===== src/rtl/npc_ctrl_if.sv =====
// npc_ctrl_if: handshake bundle between the NPC sequencer and the rest of
// the core (fetch unit, load/store unit, decode, register file, PC).
// The sequencer connects through the master modport; the surrounding
// datapath (or a testbench) uses the slave modport.
interface npc_ctrl_if;
  logic        ifu_req;
  logic        ifu_ack;
  logic [31:0] inst_in;
  logic [31:0] ir;
  logic        lsu_req;
  logic        lsu_we;
  logic        lsu_done;
  logic        rf_we;
  logic        pc_we;
  logic        halt;
  logic        halt_err;
  logic [2:0]  state;

  modport master (
    output ifu_req, ir, lsu_req, lsu_we, rf_we, pc_we, halt, halt_err, state,
    input  ifu_ack, inst_in, lsu_done
  );

  modport slave (
    input  ifu_req, ir, lsu_req, lsu_we, rf_we, pc_we, halt, halt_err, state,
    output ifu_ack, inst_in, lsu_done
  );
endinterface


===== src/rtl/npc_ctrl.sv =====
// npc_ctrl: multi-cycle sequencer for the NPC core.
// Walks one instruction at a time through IDLE/FETCH/DECODE/EXEC/MEM/WB,
// owns the instruction register, and parks in HALT on ebreak or on a
// request that waits TIMEOUT cycles without its ack/done.
// Optional build macro NPC_CTRL_PERF_EN adds the 64-bit cycle_cnt and
// instret_cnt performance counters; without it neither port nor counter
// logic exists and the FSM is unchanged.
module npc_ctrl #(
  parameter int unsigned TIMEOUT = 255  // 1..65535
) (
  input  logic          clk,
  input  logic          rst_n,
  npc_ctrl_if.master    bus
`ifdef NPC_CTRL_PERF_EN
  ,
  output logic [63:0]   cycle_cnt,
  output logic [63:0]   instret_cnt
`endif
);

  typedef enum logic [2:0] {
    S_IDLE   = 3'd0,
    S_FETCH  = 3'd1,
    S_DECODE = 3'd2,
    S_EXEC   = 3'd3,
    S_MEM    = 3'd4,
    S_WB     = 3'd5,
    S_HALT   = 3'd6
  } state_t;

  localparam logic [6:0]  OP_LOAD   = 7'b0000011;
  localparam logic [6:0]  OP_STORE  = 7'b0100011;
  localparam logic [6:0]  OP_BRANCH = 7'b1100011;
  localparam logic [31:0] EBREAK    = 32'h0010_0073;

  // The wait counter holds the number of cycles already spent in the
  // current state, so the TIMEOUT-th waiting cycle sees TIMEOUT-1.
  localparam logic [15:0] TMO_LAST  = 16'(TIMEOUT - 1);

  state_t      state_q, state_d;
  logic [15:0] tmo_q, tmo_d;
  logic [31:0] ir_q, ir_d;
  logic        halt_err_q, halt_err_d;

  logic        is_load;
  logic        is_store;
  logic        is_branch;
  logic        tmo_hit;

  assign is_load   = (ir_q[6:0] == OP_LOAD);
  assign is_store  = (ir_q[6:0] == OP_STORE);
  assign is_branch = (ir_q[6:0] == OP_BRANCH);
  assign tmo_hit   = (tmo_q >= TMO_LAST);

  // State, instruction register, wait counter and error flag.
  always_ff @(posedge clk or negedge rst_n) begin
    if (!rst_n) begin
      state_q    <= S_IDLE;
      tmo_q      <= '0;
      ir_q       <= '0;
      halt_err_q <= 1'b0;
    end else begin
      state_q    <= state_d;
      tmo_q      <= tmo_d;
      ir_q       <= ir_d;
      halt_err_q <= halt_err_d;
    end
  end

  // Next-state logic; an ack/done in the last allowed cycle beats the timeout.
  always_comb begin
    state_d    = state_q;
    tmo_d      = tmo_q;
    ir_d       = ir_q;
    halt_err_d = halt_err_q;
    unique case (state_q)
      S_IDLE: state_d = S_FETCH;
      S_FETCH: begin
        if (bus.ifu_ack) begin
          ir_d    = bus.inst_in;
          state_d = S_DECODE;
        end else if (tmo_hit) begin
          state_d    = S_HALT;
          halt_err_d = 1'b1;
        end else begin
          tmo_d = tmo_q + 16'd1;
        end
      end
      S_DECODE: state_d = (ir_q == EBREAK) ? S_HALT : S_EXEC;
      S_EXEC:   state_d = (is_load || is_store) ? S_MEM : S_WB;
      S_MEM: begin
        if (bus.lsu_done) begin
          state_d = S_WB;
        end else if (tmo_hit) begin
          state_d    = S_HALT;
          halt_err_d = 1'b1;
        end else begin
          tmo_d = tmo_q + 16'd1;
        end
      end
      S_WB:   state_d = S_FETCH;
      S_HALT: state_d = S_HALT;
      default: state_d = S_IDLE;
    endcase
    // Every state starts its wait count from zero.
    if (state_d != state_q) begin
      tmo_d = '0;
    end
  end

  // Strobes decode straight from the state register (no extra logic depth
  // on the inputs, so they only change right after clk).
  assign bus.ifu_req  = (state_q == S_FETCH);
  assign bus.lsu_req  = (state_q == S_MEM);
  assign bus.lsu_we   = (state_q == S_MEM) && is_store;
  assign bus.pc_we    = (state_q == S_WB);
  assign bus.rf_we    = (state_q == S_WB) && !is_store && !is_branch;
  assign bus.halt     = (state_q == S_HALT);
  assign bus.halt_err = halt_err_q;
  assign bus.ir       = ir_q;
  assign bus.state    = state_q;

`ifdef NPC_CTRL_PERF_EN
  logic [63:0] cycle_q;
  logic [63:0] instret_q;

  // Active-cycle and retired-instruction counters, free-running wrap.
  always_ff @(posedge clk or negedge rst_n) begin
    if (!rst_n) begin
      cycle_q   <= '0;
      instret_q <= '0;
    end else begin
      if (state_q != S_IDLE && state_q != S_HALT) begin
        cycle_q <= cycle_q + 64'd1;
      end
      if (state_q == S_WB) begin
        instret_q <= instret_q + 64'd1;
      end
    end
  end

  assign cycle_cnt   = cycle_q;
  assign instret_cnt = instret_q;
`endif

endmodule


===== src/flat_wrapper.sv =====
// flat-port wrapper written by rule: the top's interface ports become plain ports
module npc_ctrl_flat 
#(
  parameter int unsigned TIMEOUT = 255             
)
  (clk, rst_n, bus_ifu_req, bus_ir, bus_lsu_req, bus_lsu_we, bus_rf_we, bus_pc_we, bus_halt, bus_halt_err, bus_state, bus_ifu_ack, bus_inst_in, bus_lsu_done);
  npc_ctrl_if bus_i ();
  input  logic clk;
  input  logic rst_n;
  output wire logic [$bits(bus_i.ifu_req)-1:0] bus_ifu_req;
  output wire logic [$bits(bus_i.ir)-1:0] bus_ir;
  output wire logic [$bits(bus_i.lsu_req)-1:0] bus_lsu_req;
  output wire logic [$bits(bus_i.lsu_we)-1:0] bus_lsu_we;
  output wire logic [$bits(bus_i.rf_we)-1:0] bus_rf_we;
  output wire logic [$bits(bus_i.pc_we)-1:0] bus_pc_we;
  output wire logic [$bits(bus_i.halt)-1:0] bus_halt;
  output wire logic [$bits(bus_i.halt_err)-1:0] bus_halt_err;
  output wire logic [$bits(bus_i.state)-1:0] bus_state;
  input wire logic [$bits(bus_i.ifu_ack)-1:0] bus_ifu_ack;
  input wire logic [$bits(bus_i.inst_in)-1:0] bus_inst_in;
  input wire logic [$bits(bus_i.lsu_done)-1:0] bus_lsu_done;
  assign bus_ifu_req = bus_i.ifu_req;
  assign bus_ir = bus_i.ir;
  assign bus_lsu_req = bus_i.lsu_req;
  assign bus_lsu_we = bus_i.lsu_we;
  assign bus_rf_we = bus_i.rf_we;
  assign bus_pc_we = bus_i.pc_we;
  assign bus_halt = bus_i.halt;
  assign bus_halt_err = bus_i.halt_err;
  assign bus_state = bus_i.state;
  assign bus_i.ifu_ack = bus_ifu_ack;
  assign bus_i.inst_in = bus_inst_in;
  assign bus_i.lsu_done = bus_lsu_done;
  npc_ctrl #(.TIMEOUT(TIMEOUT)) u_core (.clk(clk), .rst_n(rst_n), .bus(bus_i));
endmodule

===== config.mk =====
export PLATFORM = sky130hd
export DESIGN_NAME = npc_ctrl_flat
export DESIGN_NICKNAME = d
export VERILOG_FILES = /design/src/rtl/npc_ctrl_if.sv /design/src/rtl/npc_ctrl.sv /design/src/flat_wrapper.sv
export SDC_FILE = /design/constraint.sdc
export NUM_CORES = 1
export LEC_CHECK = 0
export BUFFER_PORTS_ARGS = -buffer_cell sky130_fd_sc_hd__clkbuf_2
export CORE_ASPECT_RATIO = 2
export CORE_MARGIN = 10
export CORE_UTILIZATION = 55
export CTS_CLUSTER_SIZE = 10
export DETAILED_ROUTE_END_ITERATION = 16
export PLACE_DENSITY = 0.95
export SLEW_MARGIN = 20
export SYNTH_ARGS = -nofsm -noshare
export SYNTH_HDL_FRONTEND = slang
export SYNTH_SLANG_ARGS = --single-unit

===== constraint.sdc =====
create_clock -name clk -period 2.6 [get_ports clk]
set_input_delay 0.52 -clock clk [delete_from_list [all_inputs] [get_ports clk]]
set_output_delay 0.52 -clock clk [all_outputs]
set_load 0.05 [all_outputs]

==> reports/qor.yml, run 1 <==
timing:
  period_needed_ps: 2472
  setup_viol: 0
  worst_slew_pin_slew_ps: 636.3
  tns_ps: 0
  max-slew-margin-rel: 0.5758
  max_freq_mhz: 404.5
  skew_ps: 17.00
  post-route-period-util: 0.9507
  hold_viol_final: 0
  worst_hold_slack_ps: 66.64
  rsz0062_at_grt: "no"
  slew_violations: 0
synthesis:
  ys_top_cells_by_area: "dfrtp_1 51%, mux2_2 14%, nor3_2 4.3%"
  synth_ff_type: "dfrtp_1"
  yosys.area.top_type: "dfrtp_1"
  synth_seq_area_share: 0.5138
  syn_nets: 237
  netlist_area_sq_mm: 0.002532
  synthCells: 199
  async_reset_ff_frac: 1.000
  ys_types: 48
  yosysTopAreaCellShare: 0.5138
  synth_edf_count: 0
  syn_area_per_cell_sq_um: 12.73
  yosys_warnings: 0
  yosys_register_bits: 52
drt:
  drt-initial-drc-count: 42
  wl_mm: 7.188
  ant_nets: 0
  wl_per_cell_um: 21.59
  drt_pre_antenna_iters: 4
  drc: 0
  num_vias: 1969
  vias_per_cell: 5.913
final_layout:
  layout-drive-gt1-share: 0.5269
  final_cell_mix: "77 x clkbuf_2, 52 x dfrtp_1, 32 x mux2_2"
  layout_commonest_cell: "clkbuf_2"
  final_cell_area_sq_mm: 0.003070
  syn_to_final_growth_pct: 21.24
  regArea_sq_mm: 0.001301
  layout.cells.non_filler: 333
  diodes: 0
  nFillCells: 295
  final_nets: 316
  multiInputGateArea_sq_mm: 0.001170
setup_path:
  critPathMaxStageDelay_ps: 450
  crit_start: "u_core.bus.ir[0]"
  worstSetupEndpointType: "output port"
  crit_required_ps: 2080
  r2r_start: "u_core.bus.ir[4]"
  path_delay_family: "simple AND/OR/NAND/NOR gates"
  cp.depth: 4
  crit_buf_inv: 1
  crit_path_max_fanout: 5
  crit_slowest_cell: "dfrtp_1"
  crit_type: "flop to output port"
  r2r_slack_ps: 350
  reg2reg_depth: 5
  startpoint_type: "flop"
  timing.rr.end: "u_core.tmo_q[11]"
  path_cells: "nor4bb_2 > nand2_2 > nor4b_4 > clkbuf_2"
  crit_end: "bus_lsu_we"
  cp.arrival_ps: 1950
outcome:
  status: "finished, final reports clean"
cts:
  cts_hold_buf: 0
  cts_buffers: 5
  cts_buffer_depth: 2
  insertion_delay_ps: 310
  cts_root_buf: "clkbuf_8"
  cts.sink_count: 52
  htree_levels: 2
  cts_tree: "yes"
  cts.clk_slew.worst_paths_ps: 100
job:
  maxCapViolCount: 0
place:
  dp_cells: 325
  hpwlAfterDp_mm: 5.199
  io_buffer_count: 77
  dpl-instance-area_sq_mm: 0.002968
  place_congestion: 0.8605
floorplanning:
  die_area_sq_mm: 0.007883
  fp.dieW_um: 67.98
  ios: 78
  rows: 34
  initial_core_util: 0.5724
  die_y_um: 116.0
  coreArea_sq_mm: 0.004424
grt:
  grt_pass1_vias: 2205
  grt_pass1_wl_mm: 11.52
  grt_max_degree: 33
  overflow: 0
  grt_usage: 0.1888
  antenna_found_initial: 0
power_and_ir_drop:
  finalPower_w: 0.004343
  p_per_area_mw_per_mm2: 1415
  vdd_ir_drop_max_mv: 1.362
  power.leakage_nw: 1.408
worst_hold_path:
  hp-class: "input pin to async pin"
## metrics by stage
step	utilization	setup WS, ps
5_1_grt	0.6940	70.32
3_5_place_dp	0.6708	415.1
2_1_floorplan	-	81.42
4_1_cts	0.6920	2.025
3_3_place_gp	0.6708	513.7
6_report	0.6940	128.1
## power by group
group          internal [W]  switching [W]  total (W)
Combinational      0.000663        0.00174    0.00240
Sequential          0.00110       0.000358    0.00145
Clock              0.000217       0.000271   0.000489
Total               0.00198        0.00237    0.00434
## how the worst min path moves through the flow
stage | startpoint | end | slack (ps) | cells past startpoint
2_1_floorplan | rst_n | u_core.bus.halt_err | 220 | 0
3_3_place_gp | rst_n | u_core.tmo_q[0] | 400 | 1
3_5_place_dp | rst_n | u_core.tmo_q[0] | 400 | 1
4_1_cts | rst_n | u_core.tmo_q[0] | 70 | 1
5_1_grt | rst_n | u_core.bus.ir[20] | 90 | 1
6_report | rst_n | u_core.tmo_q[0] | 70 | 1
## area by class of cell
type	count	area share
Sequential cell	52	0.4238
Inverter	6	0.007335
Clock inverter	1	0.002445
Timing Repair Buffer	81	0.1353
Multi-Input combinational cell	132	0.3810
Tap cell	54	0.02200
Clock buffer	7	0.02812
## metal layers
| layer | wire length, um | GRT usage | vias to the layer above |
|---|---|---|---|
| li1 | - | - | 888 |
| met1 | 2444 | 0.1888 | 979 |
| met2 | 4023 | 0.3390 | 87 |
| met3 | 538 | 0.06963 | 15 |
| met4 | 182 | 0.06748 | 0 |
| met5 | 0 | 0 | - |
## logic make-up after synthesis
logic type               count (synthesis)  synth area share
AND/OR/NAND/NOR                         71            0.2031
flip-flops                              52            0.5138
multiplexers                            32            0.1423
AO/OA/AOI/OAI                           21           0.07263
buffers and inverters                   15           0.03755
XOR/XNOR                                 6           0.02075
adder cells (fa/ha/maj)                  2          0.009880
## synth_stat cells, drive strengths merged, types with 3 or more instances
library cell	count
nor4	11
nand2	7
buf	8
o21ai	4
nand3	6
nor3b	7
inv	6
dfrtp	52
a21oi	3
xnor2	6
mux2	32
nor2	8
nor4b	5
nor3	14
a31oi	4
## flip-flops by register name (all words and copies together), names as in the netlist
name and count:
u_core.tmo_q 16, u_core.bus.ir 32, u_core.bus.state 3, u_core.bus.halt_err 1
## repair_timing
item,in CTS,in global routing
resized for setup,0,2
endpoints found under the setup margin,0,1
buffers inserted,0,0
Power figures use the tool's default switching activity.
==> run 2: changes to the inputs <==
--- a/config.mk
+++ b/config.mk
@@ -5,10 +5,11 @@
 export SDC_FILE = /design/constraint.sdc
 export NUM_CORES = 1
 export LEC_CHECK = 0
+export ABC_AREA = 1
 export BUFFER_PORTS_ARGS = -buffer_cell sky130_fd_sc_hd__clkbuf_2
 export CORE_ASPECT_RATIO = 2
 export CORE_MARGIN = 10
-export CORE_UTILIZATION = 55
+export CORE_UTILIZATION = 54
 export CTS_CLUSTER_SIZE = 10
 export DETAILED_ROUTE_END_ITERATION = 16
 export PLACE_DENSITY = 0.95
==> run 2 against run 1 <==
Compared with the run above: power down 5.4%; synthesized cell count up 30%; register-to-register slack improved by 330 ps; cell count grew 19%; critical path type unchanged.
==> reports/qor.yml, run 2 <==
place:
  dp_cells: 387
  hpwlAfterDp_mm: 4.787
  place_congestion: 0.8576
  io_buffer_count: 77
  dp_slack_ps: 695.6
setup_path:
  cp.arrival_ps: 1640
  r2r_slack_ps: 680
  crit_required_ps: 2080
  crit_path_max_fanout: 3
  r2r_start: "u_core.bus.state[1]"
  crit_type: "flop to output port"
  startpoint_type: "flop"
  worstSetupEndpointType: "output port"
  crit_start: "u_core.bus.ir[2]"
cts:
  htree_levels: 2
  cts_setup_buffers: 0
  cts_buffer_depth: 2
  cts.clk_slew.worst_paths_ps: 100
  cts-resized-gates: 0
  cts_hold_buf: 0
  cts_tree: "yes"
  cts.sink_count: 52
  cts_root_buf: "clkbuf_8"
  cts_buffers: 5
  insertion_delay_ps: 310
power_and_ir_drop:
  netSwitchingPower_w: 0.002245
  switching_share: 0.5464
  internal_power_w: 0.001864
  p_per_area_mw_per_mm2: 1373
  power.leakage_nw: 1.529
  vdd_ir_drop_max_mv: 1.014
  pwr-share-clk: 0.111
  power_frac_seq: 0.316
  combPwrFrac: 0.572
timing:
  rsz0062_at_grt: "no"
  post-route-period-util: 0.8320
  max-slew-margin-rel: 0.5579
  worst_slew_pin_slew_ps: 663.1
  tns_ps: 0
  layout_setup_ws_ps: 436.7
  max_freq_mhz: 462.3
  skew_ps: 11.73
  slew_violations: 0
  period_needed_ps: 2163
  setup_viol: 0
  hold_viol_final: 0
final_layout:
  final_nets: 378
  layout_commonest_cell: "clkbuf_2"
  final_cell_mix: "77 x clkbuf_2, 52 x dfrtp_1, 47 x nor2_1"
  largest_reg_flops: 32
  finalCoreUtilization: 0.6830
  syn_to_final_growth_pct: 22.17
  diodes: 0
  layout.cells.non_filler: 395
  layout-drive-gt1-share: 0.3871
  nFillCells: 352
drt:
  vias_per_cell: 4.992
  ant_nets: 0
  wl_mm: 5.796
  drt-initial-drc-count: 85
  drc: 0
  wl_per_cell_um: 14.67
  num_vias: 1972
  drt_pre_antenna_iters: 4
job:
  maxCapViolCount: 0
floorplanning:
  ios: 78
  initial_core_util: 0.5591
  fp.dieW_um: 67.63
  die_area_sq_mm: 0.007794
  coreArea_sq_mm: 0.004382
  die_y_um: 115.3
  rows: 34
synthesis:
  synth_ff_type: "dfrtp_1"
  yosysMostFrequentCell: "dfrtp_1"
  synthTopCellsByCount: "52 x dfrtp_1, 47 x nor2_1, 38 x nand2_1"
  synthCells: 259
  synth_seq_area_share: 0.5312
  synth_edf_count: 0
  async_reset_ff_frac: 1.000
  ys_top_cells_by_area: "dfrtp_1 53%, mux2_2 9.2%, nor2_1 7.2%"
  netlist_area_sq_mm: 0.002450
  yosys_register_bits: 52
  syn_nets: 297
  ys_types: 33
  yosys.area.top_type: "dfrtp_1"
  yosys_warnings: 0
  syn_area_per_cell_sq_um: 9.459
  yosysTopAreaCellShare: 0.5312
worst_hold_path:
  hp-class: "input pin to async pin"
grt:
  grt_max_degree: 46
  grt_pass1_wl_mm: 9.722
  overflow: 0
  grt_usage: 0.1589
  antenna_found_initial: 0
  grt_pass1_vias: 2179
outcome:
  status: "finished, final reports clean"
## run 2: cell families after synthesis
| group | Yosys count | share of synthesized area |
|---|---|---|
| simple gates | 119 | 0.2344 |
| flops | 52 | 0.5312 |
| buf+inv | 38 | 0.06078 |
| compound gates | 23 | 0.05363 |
| mux | 20 | 0.09193 |
| xor+xnor | 5 | 0.01787 |
| fa+ha+maj | 2 | 0.01021 |
## run 2: final timing paths
kind	end	depth (start not counted)
max	bus_lsu_we	6
min	u_core.tmo_q[14]	1
max reg2reg	u_core.tmo_q[4]	11
min reg2reg	u_core.bus.halt_err	1
max in group asynchronous	u_core.bus.ir[8]	2
min in group clk	u_core.bus.ir[20]	2
## run 2: area by class of cell
class,instances,area [sq um],share of cell area
sequential,52,1301,0.4348
timing repair buffer,78,405.4,0.1355
multi-input combinational,169,999.7,0.3340
clock inverter,2,16.27,0.005435
inverter,34,130.1,0.04348
tap,54,67.56,0.02258
clock buffer,6,72.57,0.02425
## run 2: routing by layer
metal	global-route usage	wire length [um]	vias up	share of wire
li1	-	-	973	-
met1	0.1587	1960	926	0.34
met2	0.2892	3256	57	0.56
met3	0.02534	327	16	0.056
met4	0.09504	252	0	0.043
met5	0	0	-	0
## run 2: through the flow
step	hold slack, ps	cell area [sq um]	total power (W)
after global placement	463.4	2904	0.003623
after CTS	247.1	2993	0.004149
after global routing	269.2	2993	0.004349
final	229.3	2993	0.004110
after floorplan	224.4	2450	0.003123
after detailed placement	464.3	2904	0.003695
## run 2: worst max-delay path, cell delays in order (launching register included)
cell      delay, ps
dfrtp_1         390
inv_1            80
nand2_1          60
nor2_1          190
and3_1          210
and3_1          140
clkbuf_2        270
## run 2: power groups by stage
| stage | Clock, W | Sequential [W] | Combinational [W] |
|---|---|---|---|
| after floorplan | 0 | 0.00223 | 0.000893 |
| after global placement | 0 | 0.00130 | 0.00233 |
| after detailed placement | 0 | 0.00132 | 0.00238 |
| after CTS | 0.000467 | 0.00130 | 0.00238 |
| after global routing | 0.000492 | 0.00135 | 0.00251 |
| final | 0.000458 | 0.00130 | 0.00235 |
==> run 3: changes to the inputs <==
--- a/config.mk
+++ b/config.mk
@@ -9,10 +9,10 @@
 export BUFFER_PORTS_ARGS = -buffer_cell sky130_fd_sc_hd__clkbuf_2
 export CORE_ASPECT_RATIO = 2
 export CORE_MARGIN = 10
-export CORE_UTILIZATION = 54
+export CORE_UTILIZATION = 50
 export CTS_CLUSTER_SIZE = 10
 export DETAILED_ROUTE_END_ITERATION = 16
-export PLACE_DENSITY = 0.95
+export PLACE_DENSITY = 0.9
 export SLEW_MARGIN = 20
 export SYNTH_ARGS = -nofsm -noshare
 export SYNTH_HDL_FRONTEND = slang
==> constraint.sdc (replaced) <==
create_clock -name clk -period 2 [get_ports clk]
set_input_delay 0.4 -clock clk [delete_from_list [all_inputs] [get_ports clk]]
set_output_delay 0.4 -clock clk [all_outputs]
set_load 0.05 [all_outputs]
==> run 3 against run 2 <==
Compared with the run above: via count up 1.5%; non-clock buffer count grew 2; critical endpoint unchanged; combinational power up 31%; clock skew is 7.9 ps lower.
==> reports/qor.yml, run 3 (synthesized netlist as in run 2, its figures left out) <==
outcome:
  status: "finished, final reports clean"
floorplanning:
  ios: 78
  die_area_sq_mm: 0.008269
  die_y_um: 119.0
  initial_core_util: 0.5083
  coreArea_sq_mm: 0.004820
  fp.dieW_um: 69.50
  rows: 36
power_and_ir_drop:
  pwr-share-clk: 0.133
  power.leakage_nw: 1.545
  power_frac_seq: 0.309
  vdd_ir_drop_max_mv: 1.304
  internal_power_w: 0.002577
  combPwrFrac: 0.558
  switching_share: 0.5329
  p_per_area_mw_per_mm2: 1798
  netSwitchingPower_w: 0.002940
setup_path:
  cp.arrival_ps: 1490
  worstSetupEndpointType: "output port"
  crit_type: "flop to output port"
  path_cells: "inv_1 > nand2_1 > nor2_2 > and3_1 > and3_2 > buf_6"
  crit_required_ps: 1600
  critPathMaxStageDelay_ps: 400
  startpoint_type: "flop"
  crit_path_max_fanout: 3
  r2r_slack_ps: 280
  crit_slowest_cell: "dfrtp_1"
  r2r_start: "u_core.bus.state[2]"
  timing.rr.end: "u_core.tmo_q[4]"
  reg2reg_depth: 11
job:
  maxCapViolCount: 0
final_layout:
  syn_to_final_growth_pct: 25.23
  nFillCells: 419
  largest_reg_flops: 32
  layout_commonest_cell: "clkbuf_2"
  finalCoreUtilization: 0.6366
  final_cell_mix: "76 x clkbuf_2, 50 x dfrtp_1, 45 x nor2_1"
  layout-drive-gt1-share: 0.4169
  final_nets: 380
  diodes: 0
  final_cell_area_sq_mm: 0.003068
cts:
  htree_levels: 2
  cts_setup_buffers: 0
  cts.sink_count: 52
  insertion_delay_ps: 300
  cts_buffer_depth: 2
  cts.clk_slew.worst_paths_ps: 100
  cts_buffers: 5
  cts_tree: "yes"
  cts_root_buf: "clkbuf_8"
timing:
  max-slew-margin-rel: 0.7918
  hold_viol_final: 0
  post-route-period-util: 0.9457
  max_freq_mhz: 528.7
  slew_violations: 0
  worst_slew_pin_slew_ps: 311.6
  period_needed_ps: 1891
  rsz0062_at_grt: "no"
  setup_viol: 0
  skew_ps: 3.825
grt:
  grt_usage: 0.1429
  grt_max_degree: 53
  overflow: 0
  grt_pass1_vias: 2176
  antenna_found_initial: 0
  grt_pass1_wl_mm: 9.811
drt:
  wl_per_cell_um: 14.74
  vias_per_cell: 5.003
  num_vias: 2001
  drt_pre_antenna_iters: 4
  ant_nets: 0
  wl_mm: 5.896
  drc: 0
  drt-initial-drc-count: 90
place:
  dpl-instance-area_sq_mm: 0.002938
  place_congestion: 0.8270
  io_buffer_count: 77
  hpwlAfterDp_mm: 4.856
worst_hold_path:
  hp-class: "input pin to async pin"
run 3: cell count changes in the layout (fill, tap and decap cells not counted), sizes merged:
cell	before	now
buf	1	4
inv	34	33
bufinv	0	1
clkinv	1	2
clkbuf	83	81
run 3: how the worst max path moves through the flow:
stage / startpoint / end / cells after the start
after floorplan: u_core.bus.ir[2] / bus_rf_we / 5
after global placement: u_core.bus.ir[2] / bus_lsu_we / 6
after detailed placement: u_core.bus.state[1] / u_core.tmo_q[4] / 10
after CTS: u_core.bus.ir[2] / bus_lsu_we / 6
after global routing: u_core.bus.ir[3] / bus_lsu_we / 6
final: u_core.bus.ir[3] / bus_lsu_we / 6
run 3: power groups by stage:
| stage | clock network, W | registers, W | logic [W] |
|---|---|---|---|
| 4_1_cts | 0.000746 | 0.00171 | 0.00311 |
| 6_report | 0.000732 | 0.00171 | 0.00308 |
| 3_5_place_dp | 0 | 0.00173 | 0.00311 |
| 5_1_grt | 0.000785 | 0.00176 | 0.00329 |
| 2_1_floorplan | 0 | 0.00290 | 0.00117 |
| 3_3_place_gp | 0 | 0.00169 | 0.00305 |
run 3: per-stage QoR:
stage                     std cells  hold WS (ps)  setup WS [ps]  total power, W  TNS [ps]
after global routing            400         81.46          18.23        0.005835         0
after global placement          392         412.2          327.4        0.004748         0
after floorplan                 259         104.4        -0.2419        0.004074   -0.2419
after detailed placement        392         413.2          292.3        0.004837         0
after CTS                       400         76.24          9.867        0.005566         0
final                           400         67.96          108.6        0.005517         0
run 3: repair_timing:
action                                  in CTS  in global routing
endpoints found under the setup margin       1                  1
hold endpoints to repair                     0                  0
pin swaps                                    0                  1
gates resized for setup                      1                  4
hold buffers                                 0                  0
run 3: area by class of cell:
type                    count  area, sq um  area share
multi-input cells         169         1016      0.3312
well taps                  57        71.32     0.02325
inverters                  34        133.9     0.04364
flip-flops and latches     52         1304      0.4250
repair buffers             80        426.7      0.1391
clock buffers               5        68.82     0.02243
clock inverters             3        47.55     0.01550
run 3: per-layer routing:
layer	GRT usage	vias to the layer above	routed length [um]
met3	0.03491	15	334
met5	0	-	0
met2	0.2747	62	3319
met1	0.1320	945	2044
met4	0.07342	0	197
li1	-	979	-
run 3: critical path: cells and delay by family, from the launching register on:
kind	cells	cell delay, ps
buffers and inverters	2	230
flip-flops	1	400
AND/OR/NAND/NOR	4	570
